## src/rtl/down_counter_ctrl_if.sv

```systemverilog
// Controller-side bundle for down_counter_ctrl: start/ack handshake, load/floor
// operands and count/status outputs. The controller uses master; the counter uses slave.
interface down_counter_ctrl_if #(
    parameter int SIZE = 4
);
    logic            start;
    logic [SIZE-1:0] load_value;
    logic [SIZE-1:0] floor_value;
    logic            enable;
    logic            ack;
    logic [SIZE-1:0] data;
    logic            bo;
    logic            busy;
    logic            done;

    modport master (
        output start, load_value, floor_value, enable, ack,
        input  data, bo, busy, done
    );

    modport slave (
        input  start, load_value, floor_value, enable, ack,
        output data, bo, busy, done
    );
endinterface

```

## src/rtl/down_counter_ctrl.sv

```systemverilog
// Loadable down-counter with start/done handshake, counting from load_value to floor_value.
// Optional DOWN_COUNTER_CTRL_AUTORELOAD_EN: reload at floor with a one-cycle done pulse.
module down_counter_ctrl #(
    parameter int SIZE = 4
) (
    input  logic                 clk,
    input  logic                 rst,
    down_counter_ctrl_if.slave   bus
);

    typedef enum logic [1:0] {
        IDLE = 2'd0,
        RUN  = 2'd1,
        HOLD = 2'd2
    } state_t;

    state_t          state_q, state_d;
    logic [SIZE-1:0] data_q, data_d;
    logic            done_q, done_d;
    logic            at_floor;

    // floor_value is compared live so mid-run changes apply on the next cycle
    assign at_floor = (data_q == bus.floor_value);

    always_ff @(posedge clk or posedge rst) begin
        if (rst) begin
            state_q <= IDLE;
            data_q  <= '0;
            done_q  <= 1'b0;
        end else begin
            state_q <= state_d;
            data_q  <= data_d;
            done_q  <= done_d;
        end
    end

    always_comb begin
        state_d = state_q;
        data_d  = data_q;
        done_d  = 1'b0;
        case (state_q)
            IDLE: begin
                if (bus.start) begin
                    data_d  = bus.load_value;
                    state_d = RUN;
                end
            end
            RUN: begin
`ifdef DOWN_COUNTER_CTRL_AUTORELOAD_EN
                if (bus.start) begin
                    state_d = IDLE;
                end else if (bus.enable) begin
                    if (at_floor) begin
                        data_d = bus.load_value;
                        done_d = 1'b1;
                    end else begin
                        data_d = data_q - SIZE'(1);
                    end
                end
`else
                if (bus.enable) begin
                    if (at_floor) begin
                        state_d = HOLD;
                        done_d  = 1'b1;
                    end else begin
                        data_d = data_q - SIZE'(1);
                    end
                end
`endif
            end
            HOLD: begin
`ifdef DOWN_COUNTER_CTRL_AUTORELOAD_EN
                state_d = IDLE;
`else
                // ack wins over a simultaneous start: return to IDLE without reload
                if (bus.ack) begin
                    state_d = IDLE;
                end else begin
                    done_d = 1'b1;
                end
`endif
            end
            default: state_d = IDLE;
        endcase
    end

    assign bus.data = data_q;
    assign bus.bo   = at_floor;
    assign bus.busy = (state_q != IDLE);
    assign bus.done = done_q;

endmodule
```

## src/flat_wrapper.sv

```systemverilog
// flat-port wrapper written by rule: the top's interface ports become plain ports
module down_counter_ctrl_flat 
#(
    parameter int SIZE = 4
)
  (clk, rst, bus_start, bus_load_value, bus_floor_value, bus_enable, bus_ack, bus_data, bus_bo, bus_busy, bus_done);
  down_counter_ctrl_if #(.SIZE(SIZE)) bus_i ();
  input  logic clk;
  input  logic rst;
  input wire logic [$bits(bus_i.start)-1:0] bus_start;
  input wire logic [$bits(bus_i.load_value)-1:0] bus_load_value;
  input wire logic [$bits(bus_i.floor_value)-1:0] bus_floor_value;
  input wire logic [$bits(bus_i.enable)-1:0] bus_enable;
  input wire logic [$bits(bus_i.ack)-1:0] bus_ack;
  output wire logic [$bits(bus_i.data)-1:0] bus_data;
  output wire logic [$bits(bus_i.bo)-1:0] bus_bo;
  output wire logic [$bits(bus_i.busy)-1:0] bus_busy;
  output wire logic [$bits(bus_i.done)-1:0] bus_done;
  assign bus_i.start = bus_start;
  assign bus_i.load_value = bus_load_value;
  assign bus_i.floor_value = bus_floor_value;
  assign bus_i.enable = bus_enable;
  assign bus_i.ack = bus_ack;
  assign bus_data = bus_i.data;
  assign bus_bo = bus_i.bo;
  assign bus_busy = bus_i.busy;
  assign bus_done = bus_i.done;
  down_counter_ctrl #(.SIZE(SIZE)) u_core (.clk(clk), .rst(rst), .bus(bus_i));
endmodule
```

## config.mk

```make
export PLATFORM = sky130hd
export DESIGN_NAME = down_counter_ctrl_flat
export DESIGN_NICKNAME = d
export VERILOG_FILES = /design/src/rtl/down_counter_ctrl_if.sv /design/src/rtl/down_counter_ctrl.sv /design/src/flat_wrapper.sv
export SDC_FILE = /design/constraint.sdc
export NUM_CORES = 1
export LEC_CHECK = 0
export CORE_MARGIN = 3
export CORE_UTILIZATION = 32
export CTS_CLUSTER_DIAMETER = 40
export DETAILED_ROUTE_END_ITERATION = 7
export GPL_ROUTABILITY_DRIVEN = 1
export PLACE_DENSITY = 0.7
export SLEW_MARGIN = 40
export SYNTH_ARGS = -nofsm -noshare
export SYNTH_HDL_FRONTEND = slang
export SYNTH_SLANG_ARGS = --single-unit
```

## constraint.sdc

```tcl
create_clock -name clk -period 4.2 [get_ports clk]
set_clock_uncertainty 0.1 [all_clocks]
set_input_delay 0.84 -clock clk [delete_from_list [all_inputs] [get_ports clk]]
set_output_delay 0.84 -clock clk [all_outputs]
set_load 0.01 [all_outputs]
```

# After elaboration in Yosys (flattened, before gate mapping)
# Cells that the tools add are included.
dict set report word_totals {
  ff_bits 7
  input_bits 13
  output_inout_bits 7
  elab_cells 30
}
dict set report classes {
  add_sub_neg 1
  eq_ne 8
  muxes 13
  n_reduce_logical 5
}
# operator count
set ops {}
lappend ops {{$mux W4} 3}
lappend ops {{$ne A2 B2 Y1 const B} 5}
lappend ops {{$mux W2} 4}
lappend ops {{$pmux W4 S2} 1}
lappend ops {{$reduce_and A4 Y1} 2}
lappend ops {{$pmux W2 S3} 1}
lappend ops {{$eq A4 B4 Y1} 1}
lappend ops {{$reduce_bool A2 Y1} 2}
lappend ops {{$sub A4 B1 Y4 const B} 1}
lappend ops {{$mux W1} 3}
lappend ops {{$eq A2 B1 Y1 const B} 1}
lappend ops {{$eq A2 B2 Y1 const B} 1}
lappend ops {{$logic_not A2 Y1} 1}
lappend ops {{$pmux W1 S2} 1}

# Longest topological paths before layout
dict set report logic_depth {
  depth_word 4
  ltp_mapped 7
  depth_no_buf 6
}

# Worst setup path after synthesis
# OpenSTA, ideal clock, no wires.
dict set report synth_path {
  kind {input-to-output}
  from {in bus_floor_value[3]}
  to {out bus_bo}
  t_arrival_ps 1706
  t_required_ps 3260
  path_slack_ps 1554
  path_stages 4
  n_path_buf 1
  path_cell_list {xor2_1 > or4_4 > buf_6 > clkinv_2}
}
dict set report synth_between {
  elab_chain_len 1
}
# element line
set synth_rtl {}
lappend synth_rtl {{start: declaration} flat_wrapper.sv:12} ;# input wire logic [$bits(bus_i.floor_value)-1:0] bus_floor_value;
lappend synth_rtl {{$eq A4 B4 Y1} down_counter_ctrl.sv:23} ;# assign at_floor = (data_q == bus.floor_value);
lappend synth_rtl {{end: declaration} flat_wrapper.sv:16} ;# output wire logic [$bits(bus_i.bo)-1:0] bus_bo;
# Every way passes these cells.

# Worst setup path in the final report
dict set report layout_path {
  from {in bus_floor_value[0]}
  to {out bus_bo}
}
# Same word-level chain as after synthesis.

==> results.sh <==
export IMPL_cts_setup_buffers=0
export IMPL_ys_types=30
export IMPL_fmax_mhz=278
export IMPL_die_x_um=47.6
export IMPL_status="finished clean"
export IMPL_layout_commonest_cell="clkdlybuf4s50_1"
export IMPL_drt_pass1_iterations=4
export IMPL_post_cts_resize_count=0
export IMPL_wirelength_um=1220
export IMPL_avgSynthCellArea_um2=9.37
export IMPL_dpl_cell_area_um2=748
export IMPL_die_area_mm2=0.00226
export IMPL_clock_sinks=7
export IMPL_cap_viol_max_count=0
export IMPL_setup_violations=0
export IMPL_rows=14
export IMPL_fin_crit_sh_pct=85.6
export IMPL_core_area_mm2=0.00156
export IMPL_syn_cell_area_um2=553
export IMPL_chipHeight_um=47.6
export IMPL_grt_setup_unrepaired="no"
export IMPL_cts_root_buf="clkbuf_4"
export IMPL_critPathKind="input port to output pin"
export IMPL_p_leak_uw=0.000358
export IMPL_powerDensity_mw_per_mm2=674
export IMPL_first_iter_violations=5
export IMPL_clock_latency_ps=240
export IMPL_worst_slew_pin_slew_ps=497
export IMPL_area_growth_pct=40.0
export IMPL_vias_per_cell=5.34
export IMPL_vias=513
export IMPL_finalNetCount=100
export IMPL_crit_start="bus_floor_value[0]"
export IMPL_grt_use_met1_pct=13.3
export IMPL_critical_path_endpoint="bus_bo"
export IMPL_grt_pass1_wl_um=1860
export IMPL_vdd_drop_max_mv=0.352
export IMPL_ys_ff_latch=7
export IMPL_met2_usage_pct=20.9
export IMPL_reg2reg_from="u_core.state_q[1]$_DFFE_PP0P_"
export IMPL_dp_cells=92
export IMPL_synth_top_family_by_area="compound AO/OA/AOI/OAI gates"
export IMPL_fin_cells=96
export IMPL_io_pins=20
export IMPL_wl_per_cell_um=12.7
export IMPL_endpoint_kind="output pin"
export IMPL_yosys_warnings=0
export IMPL_synth_compound_area_share_pct=18.3
export IMPL_reg2reg_depth=6
export IMPL_synth_simple_gate_area_share_pct=14.5
export IMPL_synth_cells=59
export IMPL_ys_seq_area_share_pct=31.7
export IMPL_ant_nets=0
export IMPL_grt_util_met3_pct=5.64
export IMPL_clk_pin_slew_ps=50
export IMPL_fin_area_um2=774
export IMPL_place_hpwl_um=994
export IMPL_cts_buffer_depth=2
export IMPL_crit_arrival_ps=2650
export IMPL_hold_buffers=0
export IMPL_slew_violations=0
export IMPL_busiest_layer="met2"
export IMPL_r2r_end="u_core.bus.data[0]$_DFFE_PP0P_"
export IMPL_tns_ps=0
export IMPL_grt_max_degree=12
export IMPL_synth_adder_area_share_pct=13.6
export IMPL_synth_xor_area_share_pct=6.33
export IMPL_layout_common_cells="clkdlybuf4s50_1 (19), inv_1 (9), dfrtp_1 (7), ha_1 (6)"
export IMPL_htreeDepth=1
export IMPL_start_util_pct=35.5
export IMPL_regToRegSetupSlack_ps=1930
export IMPL_overflow=0
export IMPL_cts_buffers=3
export IMPL_hold_depth=1
export IMPL_synthMuxAreaShare_pct=5.88
export IMPL_cp_required_ps=3260
export IMPL_finalHoldViolations=0
export IMPL_fin_util_pct=49.7
export IMPL_drive_gt1_share_pct=8.75
export IMPL_drcViolationCount=0
export IMPL_relSlewSlack_pct=66.7
export IMPL_whs_ps=451
export IMPL_cp_max_fo=7
export IMPL_critPathLaunchType="input port"
export IMPL_fin_crit_ps=3590
export IMPL_tritoncts="yes"
export IMPL_first_global_vias=451
export IMPL_antenna_found_initial=0
export IMPL_worstHoldPathType="flop to flop"
export IMPL_gp_congestion=0.772
export IMPL_syn_num_nets=78
export IMPL_grt_usage_pct=11.8
export IMPL_n_antenna_cell=0
export IMPL_portBuffers=19
==> synth_stat cells <==
| master | instances | share of area (%) |
|---|---|---|
| inv_1 | 9 | 6.1 |
| dfrtp_1 | 7 | 32 |
| ha_1 | 6 | 14 |
| nor2_1 | 4 | 2.7 |
| xor2_1 | 4 | 6.3 |
| a2bb2oi_1 | 2 | 3.2 |
| nand2_1 | 2 | 1.4 |
| nand3_1 | 2 | 1.8 |
| nor3_1 | 2 | 1.8 |
| a21boi_0 | 1 | 1.4 |
| a221o_1 | 1 | 1.8 |
| a221oi_1 | 1 | 1.6 |
| a22oi_1 | 1 | 1.4 |
| a311oi_1 | 1 | 1.6 |
| a41oi_1 | 1 | 1.6 |
| and3_1 | 1 | 1.1 |
| buf_6 | 1 | 2.0 |
| clkbuf_1 | 1 | 0.68 |
| clkinv_2 | 1 | 0.90 |
| mux2_1 | 1 | 2.0 |
| mux2_2 | 1 | 2.0 |
| mux2i_1 | 1 | 1.8 |
| nand2b_1 | 1 | 1.1 |
| nand4_1 | 1 | 1.1 |
| nor3b_1 | 1 | 1.4 |
| o211ai_2 | 1 | 2.3 |
| o21ai_0 | 1 | 0.90 |
| o221ai_1 | 1 | 1.6 |
| o22ai_1 | 1 | 1.1 |
| or4_4 | 1 | 2.0 |
==> logic make-up after synthesis <==
kind of cell             count (synthesis)
AO/OA/AOI/OAI                           12
flip-flops                               7
buffers and inverters                   12
XOR/XNOR                                 4
adder cells (fa/ha/maj)                  6
multiplexers                             3
AND/OR/NAND/NOR                         15
==> power breakdown <==
part           switching, µW  internal (µW)  leakage (µW)
Sequential              37.7            100     0.0000852
Clock                   22.6           36.1     0.0000150
Combinational            158            167      0.000258
==> per-stage QoR <==
stage	power [µW]	setup slack [ps]
final	522	605
after global routing	567	555
after CTS	528	598
after detailed placement	466	614
after global placement	462	623
after floorplan	352	1550
==> how the worst min path moves through the flow <==
stage / start / slack [ps] / to
2_1_floorplan: u_core.state_q[1]$_DFFE_PP0P_ / 410 / u_core.state_q[1]$_DFFE_PP0P_
3_3_place_gp: u_core.state_q[1]$_DFFE_PP0P_ / 440 / u_core.state_q[1]$_DFFE_PP0P_
3_5_place_dp: u_core.state_q[1]$_DFFE_PP0P_ / 440 / u_core.state_q[1]$_DFFE_PP0P_
4_1_cts: u_core.state_q[1]$_DFFE_PP0P_ / 450 / u_core.state_q[1]$_DFFE_PP0P_
5_1_grt: u_core.state_q[1]$_DFFE_PP0P_ / 470 / u_core.state_q[1]$_DFFE_PP0P_
6_report: u_core.state_q[1]$_DFFE_PP0P_ / 450 / u_core.state_q[1]$_DFFE_PP0P_
==> flip-flops by register name, indices dropped and copies added (netlist names) <==
| register | count |
|---|---|
| u_core.state_q | 2 |
| u_core.bus.data | 4 |
| u_core.bus.done | 1 |
==> critical path, stage by stage <==
cell and delay, ps:
clkdlybuf4s50_1 420, xor2_1 170, or4_4 590, clkinv_2 110, clkdlybuf4s50_1 540
==> metal layers <==
layer / part of all wire [%] / wire [µm]
met1: 44 / 541
met2: 49 / 599
met3: 6.2 / 75
met4: 0 / 0
met5: 0 / 0
==> layout make-up <==
type | count | area [µm²]
multi-input combinational | 40 | 324
tap | 16 | 20.0
sequential | 7 | 175
timing repair buffer | 19 | 190
fill | 163 | 785
inverter | 10 | 38.8
clock buffer | 4 | 26.3
No activity file was read; power rests on OpenSTA's default activity.
